## config.mk

```make
export PLATFORM = sky130hd
export DESIGN_NAME = mem_ctrl
export DESIGN_NICKNAME = d
export VERILOG_FILES = /design/src/rtl/mem_ctrl.sv
export SDC_FILE = /design/constraint.sdc
export NUM_CORES = 1
export LEC_CHECK = 0
export BUFFER_PORTS_ARGS = -buffer_cell sky130_fd_sc_hd__buf_2
export CAP_MARGIN = 15
export CORE_ASPECT_RATIO = 0.7
export CORE_MARGIN = 3
export CORE_UTILIZATION = 53
export CTS_BUF_LIST = sky130_fd_sc_hd__clkbuf_4 sky130_fd_sc_hd__clkbuf_8 sky130_fd_sc_hd__clkbuf_16
export DETAILED_ROUTE_END_ITERATION = 10
export PLACE_DENSITY = 0.78
export SKIP_CTS_REPAIR_TIMING = 1
export SLEW_MARGIN = 30
export SYNTH_ARGS = -nofsm -noshare
export SYNTH_HDL_FRONTEND = slang
export SYNTH_SLANG_ARGS = --single-unit
export TNS_END_PERCENT = 100
```

## constraint.sdc

```tcl
create_clock -name clk -period 6.2 [get_ports clk]
set_clock_uncertainty 0.05 [all_clocks]
set_input_delay 0.62 -clock clk [delete_from_list [all_inputs] [get_ports clk]]
set_output_delay 0.62 -clock clk [all_outputs]
set_load 0.01 [all_outputs]
```

## src/rtl/mem_ctrl.sv

```systemverilog
// Purpose: shares one byte-wide RAM port between IF fetches and LSB loads/stores; little-endian assembly.
// Latency: request seen in cycle 0; N-byte read done in cycle N+2, N-byte write done in cycle N+1.
// Backpressure: requesters hold enable until done; rdy=0 freezes all state; IO-full stalls IO writes.
// Ports: clk/rst (async, active low) / rdy global enable;
//        if_to_mc_* / mc_to_if_*   : 4-byte instruction fetch request and result;
//        lsb_to_mc_* / mc_to_lsb_* : 1/2/4-byte load/store request and load result;
//        rob_to_mc_flush           : aborts in-flight reads;
//        mem_din/mem_dout/mem_a/mem_wr, io_buffer_full : RAM/IO bus.
module mem_ctrl #(
  parameter int ADDR_W = 32
) (
  input  logic              clk,
  input  logic              rst,
  input  logic              rdy,
  input  logic              if_to_mc_enable,
  input  logic [ADDR_W-1:0] if_to_mc_pc,
  output logic              mc_to_if_done,
  output logic [31:0]       mc_to_if_result,
  input  logic              lsb_to_mc_enable,
  input  logic              lsb_to_mc_wr,
  input  logic [ADDR_W-1:0] lsb_to_mc_addr,
  input  logic [2:0]        lsb_to_mc_len,
  input  logic [31:0]       lsb_to_mc_data,
  output logic              mc_to_lsb_done,
  output logic [31:0]       mc_to_lsb_result,
  input  logic              rob_to_mc_flush,
  input  logic [7:0]        mem_din,
  output logic [7:0]        mem_dout,
  output logic [ADDR_W-1:0] mem_a,
  output logic              mem_wr,
  input  logic              io_buffer_full
);

  typedef enum logic [1:0] {IDLE, IF_READ, LS_READ, LS_WRITE} state_t;

  state_t            state, state_n;
  logic [2:0]        issue_cnt, recv_cnt, len;
  logic [ADDR_W-1:0] base;
  logic [31:0]       wdata, rbuf, rbuf_n;
  logic              if_done_q, lsb_done_q;
  logic              accept_lsb, accept_if, issue, capture, finish;
  logic              pending, io_stall;
  logic [ADDR_W-1:0] cur_addr, prev_addr;

  assign cur_addr  = base + {{(ADDR_W-3){1'b0}}, issue_cnt};
  assign prev_addr = base + {{(ADDR_W-3){1'b0}}, issue_cnt - 3'd1};
  // A byte was addressed last active cycle and its data has not been captured yet.
  assign pending   = (recv_cnt != issue_cnt);
  assign io_stall  = io_buffer_full && (cur_addr[17:16] == 2'b11);

  // Done registers survive a rdy=0 stretch, so the pulse appears once rdy returns.
  assign mc_to_if_done  = if_done_q && rdy;
  assign mc_to_lsb_done = lsb_done_q && rdy;

  always_ff @(posedge clk or negedge rst) begin
    if (!rst) begin
      state <= IDLE;
    end else if (rdy) begin
      state <= state_n;
    end
  end

  always_comb begin
    state_n    = state;
    accept_lsb = 1'b0;
    accept_if  = 1'b0;
    issue      = 1'b0;
    capture    = 1'b0;
    finish     = 1'b0;
    rbuf_n     = rbuf;
    mem_a      = '0;
    mem_dout   = '0;
    mem_wr     = 1'b0;
    case (state)
      IDLE: begin
        // No accept during a done cycle: the finishing requester still holds enable.
        if (rdy && !rob_to_mc_flush && !if_done_q && !lsb_done_q) begin
          if (lsb_to_mc_enable) begin
            accept_lsb = 1'b1;
            state_n    = lsb_to_mc_wr ? LS_WRITE : LS_READ;
          end else if (if_to_mc_enable) begin
            accept_if = 1'b1;
            state_n   = IF_READ;
          end
        end
      end
      IF_READ, LS_READ: begin
        if (rdy) begin
          if (issue_cnt < len) begin
            mem_a = cur_addr;
            issue = 1'b1;
          end
          if (pending) begin
            capture = 1'b1;
            rbuf_n[{recv_cnt[1:0], 3'b000} +: 8] = mem_din;
            finish  = (recv_cnt + 3'd1 == len) && !rob_to_mc_flush;
          end
          if (rob_to_mc_flush || finish) begin
            state_n = IDLE;
          end
        end else if (pending) begin
          // Keep re-addressing the uncaptured byte so mem_din is still valid when rdy returns.
          mem_a = prev_addr;
        end
      end
      LS_WRITE: begin
        // Flush is ignored here: stores only reach us after commit.
        mem_a    = cur_addr;
        mem_dout = wdata[{issue_cnt[1:0], 3'b000} +: 8];
        if (rdy && !io_stall) begin
          mem_wr = 1'b1;
          issue  = 1'b1;
          if (issue_cnt + 3'd1 == len) begin
            finish  = 1'b1;
            state_n = IDLE;
          end
        end
      end
      default: state_n = IDLE;
    endcase
  end

  always_ff @(posedge clk or negedge rst) begin
    if (!rst) begin
      issue_cnt        <= '0;
      recv_cnt         <= '0;
      len              <= '0;
      base             <= '0;
      wdata            <= '0;
      rbuf             <= '0;
      if_done_q        <= 1'b0;
      lsb_done_q       <= 1'b0;
      mc_to_if_result  <= '0;
      mc_to_lsb_result <= '0;
    end else if (rdy) begin
      if_done_q  <= finish && (state == IF_READ);
      lsb_done_q <= finish && (state != IF_READ);
      if (accept_lsb || accept_if) begin
        issue_cnt <= '0;
        recv_cnt  <= '0;
        rbuf      <= '0;   // unread upper lanes stay zero
        base      <= accept_lsb ? lsb_to_mc_addr : if_to_mc_pc;
        len       <= accept_lsb ? lsb_to_mc_len : 3'd4;
        wdata     <= lsb_to_mc_data;
      end else begin
        if (issue) begin
          issue_cnt <= issue_cnt + 3'd1;
        end
        if (capture) begin
          recv_cnt <= recv_cnt + 3'd1;
          rbuf     <= rbuf_n;
        end
      end
      if (finish && state == IF_READ) begin
        mc_to_if_result <= rbuf_n;
      end
      if (finish && state == LS_READ) begin
        mc_to_lsb_result <= rbuf_n;
      end
    end
  end

endmodule

```

After elaboration in Yosys (flattened, before gate mapping) --
Cells that the tools add are included.
Storage, ports and cells: output and inout port bits 107, word-level logic and storage cells 107, input port bits 115, register bits after elaboration 173, latch bits 0, bits in writable memories 0, bits in read-only memories 0, memories 0
Cells by class: $add $sub $neg 6, divide/modulo/power cells 0, $mul 0, shift-type cells 3, magnitude comparators 1, eq/ne operators 13, bitwise logic cells 0, mux-type cells 46, reduce and logical (&&, ||, !) cells 27
Operator list (number):
- 32-bit two-way mux | 8
- 32-bit by 3-bit adder with 32-bit output | 2
- 32-bit one-hot mux with 2 select lines | 1
- 32-bit bitwise mux | 1
- 8-bit by 7-bit variable shift with 32-bit output, first input constant | 1
- 32-bit by 6-bit variable part select with 8-bit output | 1
- 8-bit by 7-bit variable part select with 32-bit output | 1
- 1-bit two-way mux | 21
- 3-bit two-way mux | 5
- 2-bit two-way mux | 6
- 1-bit logical AND | 11
- 2-bit AND reduction | 5
- 8-bit two-way mux | 1
- 2-bit inequality test, second input constant | 4
- 5-bit negator with 7-bit output | 1
- 3-bit by 1-bit adder with 3-bit output, second input constant | 2
- 2-bit equality test, second input constant | 3
- 3-bit equality test | 2
- 2-bit one-hot mux with 3 select lines | 1
- 6-bit AND reduction | 1
- 1-bit zero test | 4
- 1-bit one-hot mux with 2 select lines | 2
- 2-bit nonzero test | 2
- 3-bit < comparator | 1
- other kinds (8) | 9

Depth between registers and ports, before layout --
depth after elaboration 10, depth in mapped cells 11, depth with buffers taken out 10

Worst setup path after synthesis --
OpenSTA, ideal clock, no wires.
path type flip-flop to output port, start register issue_cnt[0], end output mem_a[26], stages on the path, launching flop included 12, arrival time 3.347 ns, slack 2.183 ns, path buffers 1, required time 5.530 ns, path through dfrtp_1 > buf_1 > inv_1 > ha_1 > xor2_1 > ha_1 > a21o_1 > nand4_1 > or4_1 > o22ai_1 > a41oi_1 > a311oi_1
On the way: cells in the longest elaborated chain, start to end 5, elaborated cells between the ends (all ways) 9, those cells by class add/sub (3); order compare (1); eq/ne (1); mux (4)
RTL lines:
- start: declaration | line 37 | logic [2:0] issue_cnt, recv_cnt, len;
- start signal: assignment | line 147 | issue_cnt <= issue_cnt + 3'd1;
- 3-bit by 1-bit subtractor with 3-bit output | line 46 | assign prev_addr = base + {{(ADDR_W-3){1'b0}}, issue_cnt - 3'd1};
- 32-bit by 3-bit adder with 32-bit output | line 46
- 32-bit two-way mux | line 101 | end else if (pending) begin
- 32-bit two-way mux | line 88 | if (rdy) begin
- 32-bit one-hot mux with 2 select lines (*) | line 74 | case (state)
- end: declaration | line 29 | output logic [ADDR_W-1:0] mem_a,
Every way passes the cells marked *; elsewhere a longest branch is shown, timed or not.

Final worst setup path --
Ends and elaborated chain as after synthesis.

==> impl_metrics.toml <==
[routing]
vias = 9088
ant_nets = 0
first_pass_iters = 5
viasPerCell = 5.921
drc = 0
wl_per_cell_um = 18.19
routed_wl_um = 27920
drt_iter0_drc = 1142

[grt]
grt_pass1_wl_um = 43390
overflow = 0
grt.total_usage = 0.2618
grt_max_degree = 99
antenna_found_initial = 4
grt_pass1_vias = 8234

[clock_network]
cts_tree = "done"
cts_sinks = 173
numCtsBuffers = 17
clk_path_buf_depth = 2
cts.htree.levels = 4
insertion_delay_ns = 0.43
cts_root_buffer = "clkbuf_16"
cts.clk_slew.worst_paths_ns = 0.07

[synthesis]
ys_seq_area_frac = 0.4292
synth_compound_area_frac = 0.1537
yosys_warnings = 0
synth_area_um2 = 10090
muxShareOfSynthArea = 0.1152
syn_nets = 1250
synthFlopType = "dfrtp_1"
synth_top_family_by_area = "simple AND/OR/NAND/NOR gates"
synth_simple_gate_area_frac = 0.2105
yosys.area_share.xor_xnor = 0.01365
synth-edff-count = 0
syn_area_per_cell_um2 = 9.062
async_flop_share = 1.000
ys_ff_latch = 173
syn-instance-count = 1113
synthAdderAreaFrac = 0.02878
synth_cell_type_count = 65

[layout]
final_design_area_no_fill_um2 = 11860
drive_above_1_share = 0.2722
final_cell_mix = "nand2_1, buf_2, dfrtp_1, nor2_1, mux2_4"
final_common_cell = "nand2_1"
final_core_util = 0.6474
syn_to_final_growth_pct = 17.55
fin_nets = 1421

[power_and_ir_drop]
p_sw_frac = 0.4542
p_int_mw = 3.003
power.leakage_nw = 5.914
pwr-share-comb = 0.473
p_seq_frac = 0.323
power.switching_mw = 2.499
ir_drop_mv = 0.2268
cellPowerDensity_nw_per_um2 = 464.1
p_clk_frac = 0.204

[setup_path]
critPathMaxFanout = 14
path_common_cell = "ha_1"
cp_slowest_cell = "dfrtp_1"
cp.buffers_inverters = 2
critPathRequiredTime_ns = 5.53
crit_path_start = "issue_cnt[0]$_DFFE_PN0P_"
critPathLaunchType = "register"
crit_family = "simple AND/OR/NAND/NOR gates"
cpPeakStageDelay_ns = 0.84
worstPathArrival_ns = 4.09
crit_type = "reg -> out"
cp-end-kind = "output pin"
crit_chain = "inv_1 > ha_1 > xor2_1 > ha_1 > a21o_1 > nand4_1 > or4_1 > o22ai_1 > a41oi_1 > a311oi_1 > buf_2"
r2r-start = "issue_cnt[0]$_DFFE_PN0P_"

[sta]
setup_viol = 0
slew_headroom = 0.3480
tightest_slew_ns = 0.9780
rsz0062_at_grt = "false"
period_share = 0.7678
drv_slew = 0
fmax_mhz = 210.1
hold_viol = 0
tns_ns = 0
post-route-min-period_ns = 4.761

[floorplan]
num_rows = 41
core_area_um2 = 18310
die_w_um = 170.9
die_y_um = 121.4
io_pins = 222
die-area_um2 = 20750
start_util = 0.5507

[worst_hold_path]
hp-class = "in -> async"

[place]
place.gp.congestion = 0.9840
placed_cell_area_um2 = 11210
portBuffers = 221
hpwl_um = 19510

[run]
maxCapViolations = 0

[status]
status = "finished, final reports clean"
per-stage QoR:
step	cells	worst slack (ns)	hold slack [ns]	power, mW
final	1535	1.439	0.05947	5.502
after global routing	1535	1.147	0.08073	5.865
after CTS	1532	1.468	0.06195	5.455
after detailed placement	1500	1.828	0.4125	4.317
after global placement	1500	1.978	0.4021	4.250
after floorplan	1113	2.183	0.2744	3.550
flip-flops by register name, summed over array words and instances, names as in the netlist:
name	cells
rbuf	32
lsb_done_q	1
len	3
issue_cnt	3
state	2
base	32
recv_cnt	3
mc_to_if_result	32
mc_to_lsb_result	32
wdata	32
if_done_q	1
final timing paths:
path / end / slack (ns) / cells past startpoint
max: mem_a[26] / 1.44 / 11
min: wdata[0]$_DFFE_PN0P_ / 0.06 / 1
max reg2reg: mc_to_lsb_result[18]$_DFFE_PN0P_ / 1.84 / 10
min reg2reg: wdata[22]$_DFFE_PN0P_ / 0.43 / 2
max in group asynchronous: rbuf[23]$_DFFE_PN0P_ / 4.97 / 2
min in group clk: wdata[0]$_DFFE_PN0P_ / 0.33 / 3
cells by family (layout without fill, tap and decap cells):
kind of cell	after synthesis	after routing
other	0	2
multiplexers	76	76
XOR/XNOR	14	14
AO/OA/AOI/OAI	235	235
flip-flops	173	173
buffers and inverters	110	294
AND/OR/NAND/NOR	483	483
adder cells (fa/ha/maj)	22	22
synth_stat cells (3+ instances only):
cell type / instances / area, µm²
a211oi_1: 13 / 97.59
a21o_1: 7 / 52.55
a21oi_1: 56 / 280.3
a22o_1: 3 / 26.28
a22oi_1: 10 / 75.07
a311oi_1: 15 / 131.4
a31oi_1: 39 / 244.0
and2_1: 17 / 106.4
and3_1: 9 / 56.30
and4_1: 5 / 43.79
buf_1: 11 / 41.29
buf_2: 21 / 105.1
buf_6: 6 / 67.56
clkbuf_1: 43 / 161.4
dfrtp_1: 173 / 4329
ha_1: 20 / 250.2
inv_1: 26 / 97.59
mux2_2: 5 / 56.30
mux2_4: 59 / 885.9
mux2i_1: 4 / 40.04
mux4_2: 8 / 180.2
nand2_1: 294 / 1104
nand3_1: 40 / 200.2
nand4_1: 17 / 106.4
nor2_1: 63 / 236.5
nor2b_1: 4 / 25.02
nor3_1: 12 / 60.06
nor3b_1: 3 / 22.52
nor4_1: 5 / 31.28
o21ai_0: 53 / 265.3
o22ai_1: 8 / 50.05
o31a_1: 3 / 26.28
o31ai_1: 6 / 45.04
or3_1: 3 / 18.77
or4_1: 5 / 37.54
xnor2_1: 6 / 52.55
xor2_1: 7 / 61.31
worst register-to-register path: cells and delay by family (launching register included):
family          cells  cell delay (ns)
simple gates        2             0.51
flops               1             0.84
fa+ha+maj           2             0.69
mux                 1             0.34
buf+inv             2             0.51
compound gates      3             1.32
cell type report:
class	count	area (µm²)
fillers	1527	6457
multi-input cells	830	5269
flip-flops and latches	173	4329
repair buffers	236	1241
clock buffers	17	425.4
well taps	236	295.3
clock inverters	15	193.9
inverters	26	97.59
diodes	2	5.005
metal layers:
metal | up-vias | GRT usage | wire length [µm]
li1 | 4251 | - | -
met4 | 4 | 0.06231 | 469
met5 | - | 0 | 21
met2 | 490 | 0.3823 | 11930
met1 | 4285 | 0.3974 | 13040
met3 | 58 | 0.05731 | 2458
power by group through the flow:
stage          clock, mW  sequential [mW]  combinational (mW)
2_1_floorplan          0             1.58                1.97
3_3_place_gp           0             1.77                2.48
3_5_place_dp           0             1.78                2.53
4_1_cts             1.14             1.76                2.55
5_1_grt             1.19             1.82                2.86
6_report            1.12             1.78                2.60
Power figures use the tool's default switching activity.
